[config.mk]
export PLATFORM = sky130hd
export DESIGN_NAME = ram_bus_arbiter
export DESIGN_NICKNAME = d
export VERILOG_FILES = /design/src/rtl/soc_pkg.sv /design/src/rtl/arb_pending_slot.sv /design/src/rtl/ram_bus_arbiter.sv
export SDC_FILE = /design/constraint.sdc
export NUM_CORES = 1
export LEC_CHECK = 0
export ABC_AREA = 1
export BUFFER_PORTS_ARGS = -buffer_cell sky130_fd_sc_hd__buf_4
export CAP_MARGIN = 30
export CORE_MARGIN = 1.5
export CORE_UTILIZATION = 55
export DETAILED_ROUTE_END_ITERATION = 10
export GPL_ROUTABILITY_DRIVEN = 1
export HOLD_SLACK_MARGIN = 0.06
export PLACE_DENSITY = 0.83
export SKIP_CTS_REPAIR_TIMING = 1
export SLEW_MARGIN = 20
export SYNTH_ARGS = -nofsm -noshare
export SYNTH_HDL_FRONTEND = slang
export SYNTH_HIERARCHICAL = 1
export SYNTH_SLANG_ARGS = --single-unit
[constraint.sdc]
create_clock -name clk -period 3.8 [get_ports clk]
set_input_delay 0.19 -clock clk [delete_from_list [all_inputs] [get_ports clk]]
set_output_delay 0.19 -clock clk [all_outputs]
set_load 0.02 [all_outputs]
[src/rtl/soc_pkg.sv]
// -----------------------------------------------------------------------------
// soc_pkg: types and constants shared by the BRAM bus arbiter slice.
//   ArbMaster   : master identifier (CPU = ArbM0, loader/DMA = ArbM1)
//   ArbReq      : one captured/selected bus request
//   ARB_MASTERS : number of arbitrated masters
//   ARB_ADDR_W  : storage width of the request address (the arbiter's AW <= 32)
// -----------------------------------------------------------------------------
package soc_pkg;

    localparam int ARB_MASTERS = 2;
    localparam int ARB_ADDR_W  = 32;

    typedef enum logic {
        ArbM0 = 1'b0,
        ArbM1 = 1'b1
    } ArbMaster;

    typedef struct packed {
        logic [ARB_ADDR_W-1:0] addr;
        logic [31:0]           wdata;
        logic [3:0]            wmask;
        logic                  is_read;
        logic                  valid;
    } ArbReq;

    // A nonzero write mask makes the request a write, whatever rstrb says.
    function automatic logic arb_is_req(input logic rstrb, input logic [3:0] wmask);
        return rstrb | (|wmask);
    endfunction

endpackage

[src/rtl/arb_pending_slot.sv]
// -----------------------------------------------------------------------------
// arb_pending_slot: per-master state of the BRAM arbiter.
//   Holds the deferred (pending) request, the registered rbusy/wbusy stalls and
//   the read-data hold register. A strobe issued while this master is stalled
//   is dropped and flagged by an assertion.
// Ports:
//   clk, rst_n        clock, asynchronous active-low reset
//   addr_i..rstrb_i   master bus request inputs
//   defer_i           fresh request lost arbitration this cycle: capture it
//   grant_pend_i      pending request is granted this cycle: release it
//   rd_ret_i          this master's read was issued last cycle (data returns now)
//   ram_rdata_i       BRAM read data
//   fresh_o           this cycle's fresh request (valid only when not stalled)
//   pend_o            pending latch contents
//   rbusy_o, wbusy_o  registered stalls
//   rdata_o           read data to the master
// -----------------------------------------------------------------------------
module arb_pending_slot
    import soc_pkg::*;
#(
    parameter int AW = 20
) (
    input  logic          clk,
    input  logic          rst_n,
    input  logic [AW-1:0] addr_i,
    input  logic [31:0]   wdata_i,
    input  logic [3:0]    wmask_i,
    input  logic          rstrb_i,
    input  logic          defer_i,
    input  logic          grant_pend_i,
    input  logic          rd_ret_i,
    input  logic [31:0]   ram_rdata_i,
    output ArbReq         fresh_o,
    output ArbReq         pend_o,
    output logic          rbusy_o,
    output logic          wbusy_o,
    output logic [31:0]   rdata_o
);

    ArbReq       fresh;
    ArbReq       pend_d, pend_q;
    logic        rbusy_q, wbusy_q;
    logic [31:0] hold_q;
    logic        req;

    assign req = arb_is_req(rstrb_i, wmask_i);

    always_comb begin
        fresh         = '0;
        fresh.addr    = ARB_ADDR_W'(addr_i);
        fresh.wdata   = wdata_i;
        fresh.wmask   = wmask_i;
        fresh.is_read = ~(|wmask_i);
        // Strobes while stalled are dropped; the pending request stays as is.
        fresh.valid   = req & ~pend_q.valid;
    end

    always_comb begin
        pend_d = pend_q;
        if (grant_pend_i) begin
            pend_d.valid = 1'b0;
        end else if (defer_i) begin
            pend_d = fresh;
        end
    end

    always_ff @(posedge clk or negedge rst_n) begin
        if (!rst_n) begin
            pend_q  <= '0;
            rbusy_q <= 1'b0;
            wbusy_q <= 1'b0;
            hold_q  <= '0;
        end else begin
            pend_q  <= pend_d;
            rbusy_q <= pend_d.valid & pend_d.is_read;
            wbusy_q <= pend_d.valid & ~pend_d.is_read;
            if (rd_ret_i) begin
                hold_q <= ram_rdata_i;
            end
        end
    end

    assign fresh_o = fresh;
    assign pend_o  = pend_q;
    assign rbusy_o = rbusy_q;
    assign wbusy_o = wbusy_q;
    // Returning data passes straight through and is also kept for later cycles.
    assign rdata_o = rd_ret_i ? ram_rdata_i : hold_q;

    a_no_strobe_while_busy: assert property (
        @(posedge clk) disable iff (!rst_n) !(req && pend_q.valid)
    );

endmodule

[src/rtl/ram_bus_arbiter.sv]
// -----------------------------------------------------------------------------
// ram_bus_arbiter: two-master arbiter for the single-port SoC BRAM
// (FemtoRV32-style bus). Master 0 = CPU, master 1 = loader/DMA.
// One access per cycle; a pending request beats any fresh strobe, a fresh/fresh
// tie goes to the master selected by M1_PRIO, and the loser is held in its
// pending latch and stalled for one cycle.
// Parameters: AW (word-address width, <= 32), M1_PRIO (1 = master 1 wins ties).
// Ports:
//   clk, reset                      clock, asynchronous active-low reset
//   mX_addr/wdata/wmask/rstrb       master requests
//   mX_rdata/rbusy/wbusy            master responses and stalls
//   ram_addr/wdata/wmask/en         BRAM access (combinational from grant)
//   ram_rdata                       BRAM read data, one-cycle latency
// Optional: define ARB_STATS_EN to add conflict_count[15:0], a saturating count
// of cycles in which a request was deferred.
// -----------------------------------------------------------------------------
module ram_bus_arbiter
    import soc_pkg::*;
#(
    parameter int AW      = 20,
    parameter int M1_PRIO = 0
) (
    input  logic          clk,
    input  logic          reset,
    input  logic [AW-1:0] m0_addr,
    input  logic [31:0]   m0_wdata,
    input  logic [3:0]    m0_wmask,
    input  logic          m0_rstrb,
    output logic [31:0]   m0_rdata,
    output logic          m0_rbusy,
    output logic          m0_wbusy,
    input  logic [AW-1:0] m1_addr,
    input  logic [31:0]   m1_wdata,
    input  logic [3:0]    m1_wmask,
    input  logic          m1_rstrb,
    output logic [31:0]   m1_rdata,
    output logic          m1_rbusy,
    output logic          m1_wbusy,
    output logic [AW-1:0] ram_addr,
    output logic [31:0]   ram_wdata,
    output logic [3:0]    ram_wmask,
    output logic          ram_en,
    input  logic [31:0]   ram_rdata
`ifdef ARB_STATS_EN
    ,
    output logic [15:0]   conflict_count
`endif
);

    ArbReq                  fresh [ARB_MASTERS];
    ArbReq                  pend  [ARB_MASTERS];
    ArbReq                  sel;
    ArbMaster               gnt_m;
    logic [ARB_MASTERS-1:0] defer, grant_pend;
    logic [ARB_MASTERS-1:0] grant_rd_d, grant_rd_q;

    arb_pending_slot #(.AW(AW)) u_slot_m0 (
        .clk          (clk),
        .rst_n        (reset),
        .addr_i       (m0_addr),
        .wdata_i      (m0_wdata),
        .wmask_i      (m0_wmask),
        .rstrb_i      (m0_rstrb),
        .defer_i      (defer[0]),
        .grant_pend_i (grant_pend[0]),
        .rd_ret_i     (grant_rd_q[0]),
        .ram_rdata_i  (ram_rdata),
        .fresh_o      (fresh[0]),
        .pend_o       (pend[0]),
        .rbusy_o      (m0_rbusy),
        .wbusy_o      (m0_wbusy),
        .rdata_o      (m0_rdata)
    );

    arb_pending_slot #(.AW(AW)) u_slot_m1 (
        .clk          (clk),
        .rst_n        (reset),
        .addr_i       (m1_addr),
        .wdata_i      (m1_wdata),
        .wmask_i      (m1_wmask),
        .rstrb_i      (m1_rstrb),
        .defer_i      (defer[1]),
        .grant_pend_i (grant_pend[1]),
        .rd_ret_i     (grant_rd_q[1]),
        .ram_rdata_i  (ram_rdata),
        .fresh_o      (fresh[1]),
        .pend_o       (pend[1]),
        .rbusy_o      (m1_rbusy),
        .wbusy_o      (m1_wbusy),
        .rdata_o      (m1_rdata)
    );

    // At most one latch is ever valid: a pending grant can only defer the other
    // master's fresh strobe, and the pending master's own strobes are dropped.
    always_comb begin
        sel        = '0;
        gnt_m      = ArbM0;
        defer      = '0;
        grant_pend = '0;
        if (pend[0].valid) begin
            sel           = pend[0];
            gnt_m         = ArbM0;
            grant_pend[0] = 1'b1;
            defer[1]      = fresh[1].valid;
        end else if (pend[1].valid) begin
            sel           = pend[1];
            gnt_m         = ArbM1;
            grant_pend[1] = 1'b1;
            defer[0]      = fresh[0].valid;
        end else if (fresh[0].valid && fresh[1].valid) begin
            if (M1_PRIO != 0) begin
                sel      = fresh[1];
                gnt_m    = ArbM1;
                defer[0] = 1'b1;
            end else begin
                sel      = fresh[0];
                gnt_m    = ArbM0;
                defer[1] = 1'b1;
            end
        end else if (fresh[0].valid) begin
            sel   = fresh[0];
            gnt_m = ArbM0;
        end else if (fresh[1].valid) begin
            sel   = fresh[1];
            gnt_m = ArbM1;
        end
    end

    always_comb begin
        grant_rd_d = '0;
        if (sel.valid && sel.is_read) begin
            grant_rd_d[gnt_m] = 1'b1;
        end
    end

    always_ff @(posedge clk or negedge reset) begin
        if (!reset) begin
            grant_rd_q <= '0;
        end else begin
            grant_rd_q <= grant_rd_d;
        end
    end

    // Enables are gated by reset so the BRAM sees no access while it is held.
    assign ram_en    = reset & sel.valid;
    assign ram_wmask = reset ? sel.wmask : '0;
    assign ram_addr  = AW'(sel.addr);
    assign ram_wdata = sel.wdata;

`ifdef ARB_STATS_EN
    logic [15:0] conflict_q;

    always_ff @(posedge clk or negedge reset) begin
        if (!reset) begin
            conflict_q <= '0;
        end else if ((|defer) && (conflict_q != 16'hFFFF)) begin
            conflict_q <= conflict_q + 16'd1;
        end
    end

    assign conflict_count = conflict_q;
`endif

endmodule

==> results.cfg, run 1 <==
[outcome]
run_status = completed

[cells_and_area]
cell_area_after_layout_um2 = 12940
layout.nets = 1574
final_cell_mix = nand2_1 (520), buf_4 (281), dfrtp_1 (185)
drive_gt1_frac = 0.2884
layout.cells.most_common = nand2_1
area_growth_syn_to_layout_pct = 32.45

[cts]
h-tree-depth = 4
worst_skew_pair.late_latency_ns = 0.43
clk_root_buffer_cell = clkbuf_16
cts_inserted_buffers = 17
cts_max_path_buffers = 2
path_clk_slew_ns = 0.07
tritoncts = yes
clock-sinks = 186

[drt]
wl_per_cell_um = 17.58
drc = 0
drtAntennaViolNets = 0
drt-pass1-iter-count = 6
drt_iter0_drc = 718
detail_route.vias_per_cell = 5.357
vias = 8924
routed_wirelength_um = 29290

[floorplanning]
top_level_ports = 273
initial_utilization = 0.5647
die-area_um2 = 18570
fp.coreArea_um2 = 17300
die_height_um = 136.3
die_w_um = 136.3
rows = 48

[pwr]
power-per-cell-area_nw_per_um2 = 911.4
report.power.total_mw = 11.79
irDropWorstVdd_v = 0.0005571
total_leakage_power_nw = 6.653

[sta]
fin_crit_ns = 3.024
slew_violations = 0
timing.slew.headroom = 0.3963
worst_skew_ns = 0.009981
endpoints_failing_hold = 0
rsz0062_at_grt = false
postLayoutSetupSlackWorst_ns = 0.7756
peak_freq_mhz = 330.6
setup_total_negative_slack_ns = 0
hold_ws_ns = 0.2633
setup_viol = 0
worst_pin_slew_ns = 0.9055
final_worst_path_period_share = 0.7959

[flow_run]
drv.max_cap_violation_count = 0

[placement]
port_buffers = 272
dp.final_hpwl_um = 16770
routabilityCongestion = 0.8619
dp_slack_ns = 1.271
placedInstanceArea_um2 = 10880

[synthesis]
synthesized_nets = 1298
yosysWarnings = 6
synth_area_um2 = 9768
post_synth_inst_count = 1150
postSynthAreaPerCell_um2 = 8.494

[setup_path]
cp-start-kind = input pin
critPathRequiredTime_ns = 3.61
worst-endpoint-arrival_ns = 2.83
crit_path_end_kind = output port
critical_path_peak_fanout = 52
setup.worst_path.class = in -> out

[global_route]
grt_pass1_vias = 7745
overflow = 0
pin_count_of_the_biggest_net_entering_global_routing = 76
grt_antenna_before_repair = 2
grt_pass1_wl_um = 39210
grtUsageTotal = 0.2731

[worst_hold_path]
worst_hold_path_type = in -> reg
==> critical path, stage by stage <==
cell and delay (ns):
dlygate4sd3_1 0.55, buf_4 0.15, nor2_1 0.14, nand3_1 0.09, nand2_1 0.08, inv_1 0.15
inv_2 0.12, nand2_2 0.09, nor2_8 0.69, nand2_1 0.19, nand4_1 0.18, buf_4 0.16
==> power breakdown <==
part | total, mW | switching, mW | internal, mW
registers | 3.48 | 0.500 | 2.98
clock network | 1.77 | 0.836 | 0.931
logic | 6.55 | 4.06 | 2.49
==> worst paths after layout <==
kind / startpoint / end / slack (ns) / depth (start not counted)
setup / recovery: m0_wmask[1] / ram_wdata[23] / 0.78 / 12
hold / removal: m0_rstrb / u_slot_m0/pend_o[0] / 0.26 / 7
setup reg to reg: u_slot_m1/pend_o[0] / u_slot_m1/wbusy_o / 1.27 / 12
hold reg to reg: u_slot_m0/pend_o[3] / u_slot_m0/pend_o[3] / 0.47 / 2
max in group asynchronous: reset / u_slot_m0/pend_o[0] / 2.34 / 3
min in group asynchronous: reset / u_slot_m0/pend_o[13] / 0.30 / 2
==> routing by layer <==
layer,vias up,track usage,part of all wire
met5,-,0,0
met3,92,0.07159,0.093
met2,550,0.4576,0.50
li1,4051,-,-
met1,4231,0.3298,0.38
met4,0,0.1253,0.034
==> sequential cells by signal, indices dropped and copies added, names as in the netlist <==
signal and count:
u_slot_m0/hold_q 32, u_slot_m1/rbusy_o 1, grant_rd_q 2, u_slot_m1/pend_o 58, u_slot_m0/pend_o 58, u_slot_m0/rbusy_o 1, u_slot_m1/hold_q 32, u_slot_m0/wbusy_o 1
u_slot_m1/wbusy_o 1
==> stage by stage <==
stage,std cells,utilization
floorplan,1150,-
global placement,1484,0.6266
detailed placement,1486,0.6289
CTS,1518,0.6626
global route,1666,0.7480
finish,1666,0.7480
==> cell type report <==
type | instances | area [um^2]
Sequential cell | 186 | 4656
Fill cell | 1111 | 4359
Timing Repair Buffer | 430 | 3635
Multi-Input combinational cell | 748 | 3611
Clock buffer | 17 | 425.4
Tap cell | 225 | 281.5
Inverter | 43 | 166.4
Clock inverter | 15 | 157.7
Antenna cell | 2 | 5.005
(Power assumes the default switching activity.)
==> inputs of run 2 (changes only) <==
CORE_UTILIZATION = 53   (was 55)
PLACE_DENSITY = 0.8   (was 0.83)
clock period = 2.9 ns   (was 3.8 ns; I/O delays follow)
==> run 2 against run 1 <==
Core utilization down 2.7 points. Sequential share of layout area decreased by 0.15 points. Critical endpoint is now ram_addr[7]. Non-clock buffer count rose by 2. Total power is 31% higher. Design area grew 0.42%. Largest power group unchanged. Clock power rose by 33%. Worst setup slack got worse by 0.53 ns. Final cell count is 0.24% higher. Wire length is 0.50% lower.
==> results.cfg, run 2 (synthesis results as in run 1) <==
[outcome]
run_status = completed

[floorplanning]
die_w_um = 138.8
die-area_um2 = 19250
die_height_um = 138.8
rows = 49
fp.coreArea_um2 = 18020
top_level_ports = 273
initial_utilization = 0.5419

[pwr]
combinationalPowerShare = 0.558
switching_share = 0.4567
total_leakage_power_nw = 6.676
net-switching-power_mw = 7.077
power.internal_mw = 8.417
power.sequential.fraction = 0.289
report.power.total_mw = 15.49
share_clk_of_total_power = 0.152
power-per-cell-area_nw_per_um2 = 1193
irDropWorstVdd_v = 0.001046

[cts]
worst_skew_pair.late_latency_ns = 0.43
clk_root_buffer_cell = clkbuf_16
h-tree-depth = 4
clock-sinks = 186
cts_inserted_buffers = 17
cts_max_path_buffers = 2
tritoncts = yes
path_clk_slew_ns = 0.07

[global_route]
grt_antenna_before_repair = 0
overflow = 0
grtUsageTotal = 0.2605
grt_pass1_vias = 7785
grt_pass1_wl_um = 40030
pin_count_of_the_biggest_net_entering_global_routing = 111

[setup_path]
cp-start-kind = register
critPathRequiredTime_ns = 2.76
setup.worst_path.class = reg -> out
crit_path_end_kind = output port
critical_path_peak_fanout = 24
worst-endpoint-arrival_ns = 2.51

[drt]
vias = 8730
drt-pass1-iter-count = 6
wl_per_cell_um = 17.45
drt_iter0_drc = 694
drtAntennaViolNets = 0
detail_route.vias_per_cell = 5.228
drc = 0
routed_wirelength_um = 29140

[sta]
slew_violations = 0
setup_total_negative_slack_ns = 0
fin_crit_ns = 2.654
final_worst_path_period_share = 0.9152
setup_viol = 0
worst_skew_ns = 0.01278
worst_pin_slew_ns = 0.8352
rsz0062_at_grt = false
endpoints_failing_hold = 0
timing.slew.headroom = 0.4432
peak_freq_mhz = 376.8

[flow_run]
drv.max_cap_violation_count = 0

[cells_and_area]
drive_gt1_frac = 0.2894
area_growth_syn_to_layout_pct = 33.00
layout.cells.most_common = nand2_1
final_cell_mix = nand2_1 (520), buf_4 (282), dfrtp_1 (185)
layout.nets = 1576
cell_area_after_layout_um2 = 12990
num_antenna_cells = 0

[placement]
placedInstanceArea_um2 = 10930
dp.final_hpwl_um = 16510
port_buffers = 272
routabilityCongestion = 0.8531

[worst_hold_path]
worst_hold_path_type = in -> reg
[run 2: cell count changes in the layout (fill, tap and decap cells not counted)]
| cell | delta |
|---|---|
| buf_12 | +1 |
| buf_4 | +1 |
| clkinv_4 | +1 |
| clkinv_8 | +3 |
| clkinvlp_4 | -1 |
| diode_2 | -2 |
| inv_2 | -1 |
| inv_6 | -1 |
| inv_8 | -1 |
[run 2: final cells by class]
| cell class | instances | area, um^2 |
|---|---|---|
| sequential | 186 | 4656 |
| inverter | 43 | 167.7 |
| timing repair buffer | 432 | 3662 |
| multi-input combinational | 748 | 3611 |
| clock inverter | 15 | 182.7 |
| tap | 229 | 286.5 |
| clock buffer | 17 | 425.4 |
| fill | 1230 | 5034 |
[run 2: final timing paths]
| check | start | endpoint | slack (ns) | cells after the start |
|---|---|---|---|---|
| max in group asynchronous | reset | u_slot_m1/pend_o[17] | 1.61 | 3 |
| min in group asynchronous | reset | u_slot_m0/pend_o[4] | 0.24 | 2 |
| setup / recovery | u_slot_m0/pend_o[0] | ram_addr[7] | 0.25 | 9 |
| hold reg to reg | u_slot_m0/pend_o[3] | u_slot_m0/pend_o[3] | 0.47 | 2 |
| setup reg to reg | u_slot_m0/pend_o[0] | u_slot_m1/pend_o[23] | 0.47 | 11 |
| hold / removal | m0_wmask[3] | u_slot_m0/rbusy_o | 0.18 | 6 |
[run 2: worst max-delay path, cell delays in order (launching register included)]
cell and delay [ns]:
dfrtp_2 0.43, inv_1 0.06, nand2_1 0.06, inv_1 0.23
nand2_4 0.19, clkinv_2 0.36, buf_4 0.33, nand3_1 0.12
nand4_1 0.15, buf_4 0.15
[run 2: per-layer routing]
layer	routed length [um]	vias up	global-route usage
li1	-	4049	-
met1	11600	4142	0.3255
met2	14690	476	0.4463
met3	2159	63	0.05628
met4	693	0	0.09485
met5	0	-	0
[run 2: per-stage QoR]
| step | instances | worst slack [ns] | hold slack, ns | utilization |
|---|---|---|---|---|
| 2_1_floorplan | 1150 | 1.056 | -0.1506 | - |
| 3_3_place_gp | 1491 | 0.5899 | 0.01167 | 0.6042 |
| 3_5_place_dp | 1493 | 0.5180 | 0.009374 | 0.6064 |
| 4_1_cts | 1525 | 0.1450 | -0.4526 | 0.6402 |
| 5_1_grt | 1670 | 0.07310 | 0.2024 | 0.7207 |
| 6_report | 1670 | 0.2458 | 0.1820 | 0.7207 |
[run 2: power groups by stage]
stage | logic [mW] | clock network [mW] | registers (mW)
floorplan | 5.63 | 0 | 4.34
global placement | 8.04 | 0 | 4.41
detailed placement | 8.27 | 0 | 4.46
CTS | 8.29 | 2.40 | 4.43
global route | 9.30 | 2.51 | 4.61
finish | 8.65 | 2.36 | 4.48
